$ cat src/rtl/ram_arbiter.sv
// ram_arbiter: shares one single-port synchronous RAM between the CPU data
// port (A) and the SPI programming port (B). Every access walks a fixed
// IDLE -> ISSUE -> CAPT -> ACK sequence. In run mode A has priority, and a
// starvation counter forces B through after STARVE_MAX consecutive A grants.
module ram_arbiter #(
  parameter int DATA_WIDTH = 16,
  parameter int ADD_WIDTH  = 6,
  parameter int STARVE_MAX = 4
) (
  input  logic                  clk,
  input  logic                  rst,
  input  logic                  mode,
  input  logic                  a_req,
  input  logic                  a_we,
  input  logic [ADD_WIDTH-1:0]  a_add,
  input  logic [DATA_WIDTH-1:0] a_din,
  output logic                  a_ack,
  output logic [DATA_WIDTH-1:0] a_dout,
  input  logic                  b_req,
  input  logic                  b_we,
  input  logic [ADD_WIDTH-1:0]  b_add,
  input  logic [DATA_WIDTH-1:0] b_din,
  output logic                  b_ack,
  output logic [DATA_WIDTH-1:0] b_dout,
  output logic                  mem_we,
  output logic [ADD_WIDTH-1:0]  mem_add,
  output logic [DATA_WIDTH-1:0] mem_din,
  input  logic [DATA_WIDTH-1:0] mem_dout,
  output logic                  busy,
  output logic                  gnt_b
);

  typedef enum logic [1:0] {IDLE, ISSUE, CAPT, ACK} state_t;

  localparam logic [3:0] STARVE_LIM = 4'(STARVE_MAX);

  state_t                state_q, state_d;
  logic                  mem_we_q, mem_we_d;
  logic [ADD_WIDTH-1:0]  mem_add_q, mem_add_d;
  logic [DATA_WIDTH-1:0] mem_din_q, mem_din_d;
  logic                  a_ack_q, a_ack_d;
  logic                  b_ack_q, b_ack_d;
  logic [DATA_WIDTH-1:0] a_dout_q, a_dout_d;
  logic [DATA_WIDTH-1:0] b_dout_q, b_dout_d;
  logic                  gnt_b_q, gnt_b_d;
  logic [3:0]            starve_q, starve_d;

  logic elig_a, elig_b, pick_b;

  // Arbitration and sequencing: next-state and next-output computation.
  always_comb begin
    state_d   = state_q;
    mem_we_d  = mem_we_q;
    mem_add_d = mem_add_q;
    mem_din_d = mem_din_q;
    a_ack_d   = a_ack_q;
    b_ack_d   = b_ack_q;
    a_dout_d  = a_dout_q;
    b_dout_d  = b_dout_q;
    gnt_b_d   = gnt_b_q;
    starve_d  = starve_q;

    // A port being acked this cycle is not eligible, giving it a cycle to drop req.
    elig_a = mode & a_req & ~a_ack_q;
    elig_b = b_req & ~b_ack_q;
    pick_b = elig_b & (~elig_a | (starve_q == STARVE_LIM));

    unique case (state_q)
      IDLE: begin
        if (elig_a || elig_b) begin
          state_d   = ISSUE;
          gnt_b_d   = pick_b;
          mem_we_d  = pick_b ? b_we  : a_we;
          mem_add_d = pick_b ? b_add : a_add;
          mem_din_d = pick_b ? b_din : a_din;
          if (pick_b || !b_req)          starve_d = 4'd0;
          else if (starve_q < STARVE_LIM) starve_d = starve_q + 4'd1;
        end else if (!b_req) begin
          starve_d = 4'd0;
        end
      end
      ISSUE: begin
        // RAM samples the access at this edge; the write must not repeat.
        state_d  = CAPT;
        mem_we_d = 1'b0;
      end
      CAPT: begin
        state_d = ACK;
        if (gnt_b_q) begin
          b_dout_d = mem_dout;
          b_ack_d  = 1'b1;
        end else begin
          a_dout_d = mem_dout;
          a_ack_d  = 1'b1;
        end
      end
      ACK: begin
        state_d = IDLE;
        a_ack_d = 1'b0;
        b_ack_d = 1'b0;
      end
      default: state_d = IDLE;
    endcase
  end

  // State and output registers; reset abandons any in-flight access.
  always_ff @(posedge clk or posedge rst) begin
    if (rst) begin
      state_q   <= IDLE;
      mem_we_q  <= 1'b0;
      mem_add_q <= '0;
      mem_din_q <= '0;
      a_ack_q   <= 1'b0;
      b_ack_q   <= 1'b0;
      a_dout_q  <= '0;
      b_dout_q  <= '0;
      gnt_b_q   <= 1'b0;
      starve_q  <= 4'd0;
    end else begin
      state_q   <= state_d;
      mem_we_q  <= mem_we_d;
      mem_add_q <= mem_add_d;
      mem_din_q <= mem_din_d;
      a_ack_q   <= a_ack_d;
      b_ack_q   <= b_ack_d;
      a_dout_q  <= a_dout_d;
      b_dout_q  <= b_dout_d;
      gnt_b_q   <= gnt_b_d;
      starve_q  <= starve_d;
    end
  end

  assign mem_we  = mem_we_q;
  assign mem_add = mem_add_q;
  assign mem_din = mem_din_q;
  assign a_ack   = a_ack_q;
  assign b_ack   = b_ack_q;
  assign a_dout  = a_dout_q;
  assign b_dout  = b_dout_q;
  assign gnt_b   = gnt_b_q;
  assign busy    = (state_q != IDLE);

endmodule

$ cat config.mk
export PLATFORM = sky130hd
export DESIGN_NAME = ram_arbiter
export DESIGN_NICKNAME = d
export VERILOG_FILES = /design/src/rtl/ram_arbiter.sv
export SDC_FILE = /design/constraint.sdc
export NUM_CORES = 1
export LEC_CHECK = 0
export CAP_MARGIN = 20
export CELL_PAD_IN_SITES_DETAIL_PLACEMENT = 2
export CELL_PAD_IN_SITES_GLOBAL_PLACEMENT = 2
export CORE_UTILIZATION = 28
export CTS_CLUSTER_DIAMETER = 60
export CTS_CLUSTER_SIZE = 10
export DETAILED_ROUTE_END_ITERATION = 10
export PLACE_DENSITY_LB_ADDON = 0.1
export SYNTH_ARGS = -nofsm -noshare
export SYNTH_HDL_FRONTEND = slang
export SYNTH_SLANG_ARGS = --single-unit
export TNS_END_PERCENT = 100
$ cat constraint.sdc
create_clock -name clk -period 5.7 [get_ports clk]
set_input_delay 1.71 -clock clk [delete_from_list [all_inputs] [get_ports clk]]
set_output_delay 1.71 -clock clk [all_outputs]
set_load 0.02 [all_outputs]
==> run_results.csv, run 1 <==
group,metric,value,unit
synthesis,synthCells,224,
synthesis,ys_seq_area_frac,0.5644,
clock_tree,clockBufferDepth,2,
global_route,antenna_found_initial,0,
power,p_seq_frac,0.311,
synthesis,synth_seq_cells,64,
layout,drive_above_1_share,0.1648,
worst_setup_path,r2r_slack,3.65,ns
sta,slew_headroom,0.4733,
clock_tree,cts_resized,0,
clock_tree,clock-sinks,64,
die,die_w,102.7,microns
worst_hold_path,holdCritPathClass,"register to register",
power,leakage,1.901,nW
sta,worstMarginPinSlew,0.7881,ns
power,p_comb_frac,0.506,
worst_hold_path,hold_path.startpoint,"mem_din[4]",
layout,final_common_cell,"clkdlybuf4s50_1",
synthesis,synthArstFlopShare,1.000,
die,core_area,9819,sq um
die,start_util,0.2890,
placed_design,portBuffers,125,
sta,hold_violations,0,
sta,setup_violations,0,
layout,areaGrowthSynthToFinish,58.20,%
synthesis,syn-num-nets,297,
power,sw_frac_of_total,0.3712,
layout,nFillCells,1050,
layout,layout_common_cells,"clkdlybuf4s50_1, dfrtp_1, mux2_2, nand2_1, mux2i_1",
clock_tree,cts_tree,"done",
drt,ant_nets,0,
die,ioPinCount,126,
sta,finalCritPeriodShare,0.6380,
placed_design,hpwl,5758,microns
worst_setup_path,cp_data_arrival_time,1.93,ns
synthesis,postSynthAreaPerCell,12.67,sq um
synthesis,synth_cell_type_count,32,
worst_setup_path,cp-end-kind,"output pin",
sta,clock_skew,0.008689,ns
drt,route.detailed.drc,0,
sta,rsz0062_at_grt,"no",
power,power,2.558,mW
worst_setup_path,endpoint,"busy",
layout,nNetsFinal,426,
synthesis,synth_flop_cell,"dfrtp_1",
global_route,grt_pass1_wl,12630,microns
worst_setup_path,reg2reg_from,"starve_q[0]",
layout,n_antenna_cell,0,
drt,drt_iter0_drc,25,
sta,drv_slew,0,
power,p_clk_frac,0.183,
worst_setup_path,ff2ff_path_depth,7,
sta,fin_crit,3.637,ns
run_status,outcome,"finished clean",
worst_setup_path,critPathKind,"register to output pin",
worst_setup_path,path_max_fanout,7,
drt,vias_per_cell,4.511,
worst_setup_path,critPathLaunchType,"register",
sta,tns,0,ns
clock_tree,cts_hold_buffers,0,
placed_design,gp_congestion,0.6744,
drt,wl,7993,microns
global_route,grt_pass1_vias,2520,
synthesis,synth_warnings,0,
power,p_switching,949.7,uW
synthesis,syn-cell-area,2838,sq um
die,die_y,102.7,microns
worst_setup_path,crit_start,"state_q[0]",
clock_tree,numCtsBuffers,9,
drt,first_pass_iters,2,
power,p_int,1.609,mW
global_route,grt_usage,0.1605,
worst_setup_path,timing.rr.end,"mem_add[0]",
worst_setup_path,required,3.99,ns
global_route,grt_max_degree,49,
die,rows,36,
global_route,overflow,0,
job,cap_violations,0,
clock_tree,insertion_delay,0.34,ns
drt,vias,2215,
clock_tree,cts_setup_buffers,0,
sta,max_freq,275.0,MHz
drt,routed_wire_length_per_instance,16.28,microns
synthesis,synth-edff-count,0,
placed_design,placed_cell_area,4184,sq um
power,power.density,569.9,nW/um^2
clock_tree,root_buffer,"clkbuf_8",
power,ir_worst_vdd,0.2303,mV
clock_tree,clkTransAtPathRegs,0.08,ns
clock_tree,htreeDepth,3,
die,die-area,10540,sq um
layout,finalInstanceArea,4489,sq um
Yosys cell counts, types with 2 or more instances:
cell type | n | area (sq um)
buf_4 | 3 | 22.52
o2111ai_1 | 2 | 17.52
o21ai_0 | 3 | 15.01
clkbuf_1 | 2 | 7.510
o21ai_1 | 22 | 110.1
buf_2 | 4 | 20.02
mux2_2 | 33 | 371.6
ha_1 | 6 | 75.07
mux2i_1 | 24 | 240.2
nand2_1 | 28 | 105.1
nor2_1 | 4 | 15.01
dfrtp_1 | 64 | 1602
inv_1 | 8 | 30.03
a22o_1 | 2 | 17.52
buf_12 | 2 | 40.04
through the flow:
step / util / std cells / worst slack [ns] / hold slack (ns)
finish: 0.4572 / 491 / 2.063 / 0.4888
global route: 0.4572 / 491 / 1.932 / 0.5227
CTS: 0.4503 / 488 / 2.015 / 0.4935
detailed placement: 0.4261 / 472 / 1.660 / 0.4768
global placement: 0.4261 / 472 / 1.703 / 0.4664
floorplan: - / 224 / 2.392 / 0.4678
power by group through the flow:
stage	clock network, mW	registers, mW	logic (mW)
after CTS	0.480	0.804	1.30
final	0.468	0.797	1.29
after global routing	0.498	0.832	1.40
after floorplan	0	1.04	0.473
after global placement	0	0.793	1.26
after detailed placement	0	0.810	1.29
critical path, cell delays in order (launching register included):
cell             delay, ns
dfrtp_1               0.41
inv_1                 0.12
ha_1                  0.35
inv_1                 0.14
clkdlybuf4s50_1       0.57
registers in the layout, summed over array words and instances, names as in the netlist:
| signal | count |
|---|---|
| mem_we | 1 |
| mem_add | 6 |
| starve_q | 4 |
| a_dout | 16 |
| b_dout | 16 |
| a_ack | 1 |
| b_ack | 1 |
| state_q | 2 |
| gnt_b | 1 |
| mem_din | 16 |
worst min path at each step:
| stage | to | cells after the start |
|---|---|---|
| final | mem_din[4] | 2 |
| after global routing | mem_din[2] | 2 |
| after CTS | mem_din[0] | 2 |
| after detailed placement | mem_din[0] | 2 |
| after global placement | mem_add[3] | 2 |
| after floorplan | starve_q[3] | 1 |
cell type report:
type | instances | area, sq um | share of cell area
repair buffers | 130 | 1334 | 0.2971
multi-input cells | 140 | 1120 | 0.2494
well taps | 133 | 166.4 | 0.03707
clock inverters | 5 | 86.33 | 0.01923
inverters | 8 | 30.03 | 0.006689
flip-flops and latches | 64 | 1602 | 0.3567
clock buffers | 11 | 151.4 | 0.03372
metal layers:
layer,track usage,wire length [microns],vias to the layer above
met2,0.2713,3810,82
met4,0.07473,174,0
met3,0.05492,677,14
met5,0,0,-
li1,-,-,1042
met1,0.1824,3330,1077
logic make-up (layout without fill, tap and decap cells):
group	Yosys count	in the layout	share of synthesized area
adders and majority gates	6	6	0.02645
AOI/OAI and AO/OA	37	37	0.08334
muxes	57	57	0.2156
buffers and inverters	20	154	0.04630
DFF	64	64	0.5644
and+or+nand+nor	40	40	0.06394
Note: power is estimated with default switching activity, not from simulation.
==> run 2: changes to the inputs <==
--- a/config.mk
+++ b/config.mk
@@ -8,7 +8,7 @@
 export CAP_MARGIN = 20
 export CELL_PAD_IN_SITES_DETAIL_PLACEMENT = 2
 export CELL_PAD_IN_SITES_GLOBAL_PLACEMENT = 2
-export CORE_UTILIZATION = 28
+export CORE_UTILIZATION = 23
 export CTS_CLUSTER_DIAMETER = 60
 export CTS_CLUSTER_SIZE = 10
 export DETAILED_ROUTE_END_ITERATION = 10
==> constraint.sdc (replaced) <==
create_clock -name clk -period 3.3 [get_ports clk]
set_input_delay 0.99 -clock clk [delete_from_list [all_inputs] [get_ports clk]]
set_output_delay 0.99 -clock clk [all_outputs]
set_load 0.02 [all_outputs]
==> run 2 against run 1 <==
Clock power increased by 80%. Non-clock buffer count unchanged. Count of clock-buffer cells in the layout unchanged. Wire length increased by 2.8%. Combinational power increased by 74%. Die area increased by 21%.
==> run_results.csv, run 2 (same netlist as run 1, synthesis figures left out) <==
group,metric,value,unit
layout,postLayoutCoreUtil,0.3752,
global_route,grt_max_degree,35,
sta,fin_crit,2.888,ns
placed_design,hpwl,5832,microns
clock_tree,cts_hold_buffers,0,
clock_tree,clockBufferDepth,2,
drt,ant_nets,0,
die,rows,40,
sta,rsz0062_at_grt,"no",
die,die_y,113.1,microns
drt,first_pass_iters,2,
power,power,4.458,mW
placed_design,place_inst,489,
die,die-area,12790,sq um
clock_tree,cts_setup_buffers,0,
die,die_w,113.1,microns
global_route,grt_pass1_vias,2458,
global_route,grt_usage,0.1375,
global_route,grt_pass1_wl,12890,microns
sta,setup_violations,0,
sta,worst_slack,0.4120,ns
run_status,outcome,"finished clean",
clock_tree,cts_tree,"done",
global_route,overflow,0,
worst_hold_path,holdCritPathClass,"register to register",
layout,ff_latch_area,1602,sq um
placed_design,portBuffers,125,
layout,final_common_cell,"clkdlybuf4s50_1",
sta,max_freq,346.3,MHz
placed_design,gp_congestion,0.6897,
drt,routed_wire_length_per_instance,16.31,microns
worst_setup_path,path_max_fanout,7,
worst_setup_path,critPathKind,"register to output pin",
drt,vias_per_cell,4.387,
die,ioPinCount,126,
layout,fin_cells,504,
layout,nNetsFinal,426,
die,start_util,0.2363,
sta,worstMarginPinSlew,0.8119,ns
sta,tns,0,ns
power,ir_worst_vdd,0.4585,mV
drt,drt_iter0_drc,33,
clock_tree,clock-sinks,64,
layout,nFillCells,1301,
layout,areaGrowthSynthToFinish,58.82,%
job,cap_violations,0,
layout,n_antenna_cell,0,
worst_setup_path,required,2.31,ns
sta,clock_skew,0.003870,ns
layout,layout_common_cells,"clkdlybuf4s50_1, dfrtp_1, mux2_2, nand2_1, mux2i_1",
worst_setup_path,cp-end-kind,"output pin",
global_route,antenna_found_initial,0,
placed_design,post-place-ws,0.5179,ns
drt,vias,2211,
power,power.density,989.1,nW/um^2
clock_tree,root_buffer,"clkbuf_16",
sta,hold_violations,0,
layout,drive_above_1_share,0.1597,
clock_tree,cts_resized,0,
drt,wl,8218,microns
die,core_area,12010,sq um
power,leakage,1.898,nW
sta,drv_slew,0,
layout,multi_input_area,1122,sq um
clock_tree,insertion_delay,0.34,ns
sta,slew_headroom,0.4574,
clock_tree,clkTransAtPathRegs,0.05,ns
clock_tree,htreeDepth,3,
worst_setup_path,cp_data_arrival_time,1.90,ns
worst_setup_path,critPathLaunchType,"register",
drt,route.detailed.drc,0,
sta,finalCritPeriodShare,0.8752,
clock_tree,numCtsBuffers,9,
-- run 2: report_power, final --
part / internal [mW] / switching [mW] / leakage, nW
registers: 1.17 / 0.212 / 0.775
clock network: 0.499 / 0.341 / 0.125
logic: 1.14 / 1.10 / 0.998
-- run 2: final timing paths --
check	cells after the start	end	slack (ns)	startpoint
worst min register to register	2	mem_din[2]	0.48	mem_din[2]
worst max register to register	4	b_dout[13]	1.40	state_q[0]
max in group asynchronous	3	starve_q[1]	1.88	rst
worst min-delay path	2	mem_din[2]	0.48	mem_din[2]
worst max-delay path	4	busy	0.41	state_q[0]
min in group asynchronous	3	a_dout[12]	1.07	rst
-- run 2: layout make-up --
cell class	instances	share of cell area
clock inverters	4	0.004997
flip-flops and latches	64	0.3554
well taps	147	0.04081
repair buffers	130	0.2915
clock buffers	11	0.05164
multi-input cells	140	0.2490
inverters	8	0.006663
-- run 2: worst max-delay path: stages, from the launching register on --
cell and delay (ns):
dfrtp_1 0.40, inv_1 0.11, ha_1 0.36, inv_1 0.13, clkdlybuf4s50_1 0.56
-- run 2: metrics by stage --
stage / hold slack, ns / area, sq um
global placement: 0.4678 / 4252
CTS: 0.4879 / 4507
global route: 0.5178 / 4507
detailed placement: 0.4757 / 4252
floorplan: 0.4678 / 2838
finish: 0.4829 / 4507
-- run 2: routing by layer --
metal	wire, microns	GRT usage
met5	0	0
met4	152	0.06053
met3	692	0.06588
met2	4024	0.2274
met1	3348	0.1501
==> run 3: changes to the inputs <==
--- a/config.mk
+++ b/config.mk
@@ -8,6 +8,7 @@
 export CAP_MARGIN = 20
 export CELL_PAD_IN_SITES_DETAIL_PLACEMENT = 2
 export CELL_PAD_IN_SITES_GLOBAL_PLACEMENT = 2
+export CORE_MARGIN = 5
 export CORE_UTILIZATION = 23
 export CTS_CLUSTER_DIAMETER = 60
 export CTS_CLUSTER_SIZE = 10
==> run 3 against run 2 <==
Combinational power about the same. Hold slack improved by 0.0024 ns. Cell count increased by 4.0%. Critical endpoint unchanged.
==> run_results.csv, run 3 (same netlist as run 1, synthesis figures left out) <==
group,metric,value,unit
drt,routed_wire_length_per_instance,15.98,microns
clock_tree,clockBufferDepth,2,
die,ioPinCount,126,
drt,vias_per_cell,4.225,
drt,drt_iter0_drc,42,
layout,layout_common_cells,"clkdlybuf4s50_1, dfrtp_1, mux2_2, nand2_1, mux2i_1",
global_route,antenna_found_initial,0,
global_route,grt_busiest_layer,"met2",
layout,postLayoutCoreUtil,0.3778,
power,ir_worst_vdd,0.4605,mV
clock_tree,htreeDepth,3,
clock_tree,cts_hold_buffers,0,
sta,slew_headroom,0.4541,
worst_hold_path,holdCritPathClass,"register to register",
die,core_area,12060,sq um
layout,drive_above_1_share,0.1601,
worst_setup_path,cp-end-kind,"output pin",
global_route,met3_usage,0.06900,
global_route,grt_pass1_vias,2593,
sta,finalCritPeriodShare,0.8690,
clock_tree,numCtsBuffers,9,
sta,worstMarginPinSlew,0.8168,ns
worst_setup_path,critPathLaunchType,"register",
placed_design,gp_congestion,0.6627,
drt,ant_nets,0,
drt,route.detailed.drc,0,
sta,tns,0,ns
worst_setup_path,reg2reg_from,"state_q[0]",
drt,vias,2214,
die,rows,40,
clock_tree,clock-sinks,64,
worst_setup_path,cp_data_arrival_time,1.88,ns
run_status,outcome,"finished clean",
sta,max_freq,348.7,MHz
clock_tree,cts_tree,"done",
placed_design,hpwl,5967,microns
power,leakage,1.907,nW
clock_tree,root_buffer,"clkbuf_16",
placed_design,portBuffers,125,
worst_setup_path,critPathKind,"register to output pin",
global_route,grt_max_degree,65,
die,die-area,14660,sq um
global_route,use_met2,0.1973,
clock_tree,cts_setup_buffers,0,
layout,areaGrowthSynthToFinish,60.58,%
sta,rsz0062_at_grt,"no",
die,die_y,121.1,microns
power,power.density,984.9,nW/um^2
die,start_util,0.2353,
sta,hold_violations,0,
clock_tree,clkTransAtPathRegs,0.05,ns
drt,wl,8374,microns
clock_tree,cts_resized,0,
sta,drv_slew,0,
worst_setup_path,crit_start,"state_q[0]",
worst_setup_path,r2r_slack,1.44,ns
sta,fin_crit,2.868,ns
layout,finalInstanceArea,4557,sq um
die,die_w,121.1,microns
sta,clock_skew,0.005574,ns
worst_hold_path,hold_path.startpoint,"mem_din[1]",
drt,first_pass_iters,4,
worst_setup_path,required,2.31,ns
job,cap_violations,0,
global_route,overflow,0,
worst_setup_path,path_max_fanout,7,
global_route,use_met1,0.1328,
layout,final_common_cell,"clkdlybuf4s50_1",
global_route,grt_pass1_wl,13630,microns
global_route,grt_usage,0.1215,
sta,setup_violations,0,
layout,n_antenna_cell,0,
placed_design,placed_cell_area,4283,sq um
clock_tree,insertion_delay,0.34,ns
layout,nNetsFinal,425,
-- run 3: cell type report --
cell class | count | area, sq um
fill | 1295 | 7505
sequential | 64 | 1602
timing repair buffer | 129 | 1319
multi-input combinational | 140 | 1122
clock buffer | 12 | 256.5
tap | 168 | 210.2
inverter | 8 | 30.03
clock inverter | 3 | 17.52
-- run 3: power by group --
| group | total (mW) | internal, mW | switching [mW] |
|---|---|---|---|
| Sequential | 1.37 | 1.17 | 0.205 |
| Combinational | 2.23 | 1.14 | 1.09 |
| Clock | 0.886 | 0.542 | 0.344 |
-- run 3: stage by stage --
| stage | std cells | total power, mW | hold slack [ns] | worst slack, ns |
|---|---|---|---|---|
| CTS | 524 | 4.613 | 0.4909 | 0.3772 |
| floorplan | 224 | 2.620 | 0.4678 | 0.7119 |
| detailed placement | 509 | 3.682 | 0.4782 | 0.5522 |
| finish | 524 | 4.488 | 0.4853 | 0.4323 |
| global placement | 509 | 3.633 | 0.4666 | 0.5859 |
| global route | 524 | 4.811 | 0.5183 | 0.3210 |
-- run 3: critical path, cell delays in order (launching register included) --
cell	delay, ns
dfrtp_1	0.40
inv_1	0.11
ha_1	0.34
inv_1	0.14
clkdlybuf4s50_1	0.56
-- run 3: per-layer routing --
layer | up-vias | routed length [microns]
met4 | 0 | 120
met2 | 86 | 3993
met1 | 1085 | 3395
met5 | - | 0
li1 | 1033 | -
met3 | 10 | 864
-- run 3: final timing paths --
path / to / depth (start not counted)
max reg2reg: b_dout[4] / 4
max in group asynchronous: starve_q[2] / 3
min reg2reg: mem_din[1] / 2
max: busy / 4
min in group asynchronous: mem_din[14] / 3
min: mem_din[1] / 2
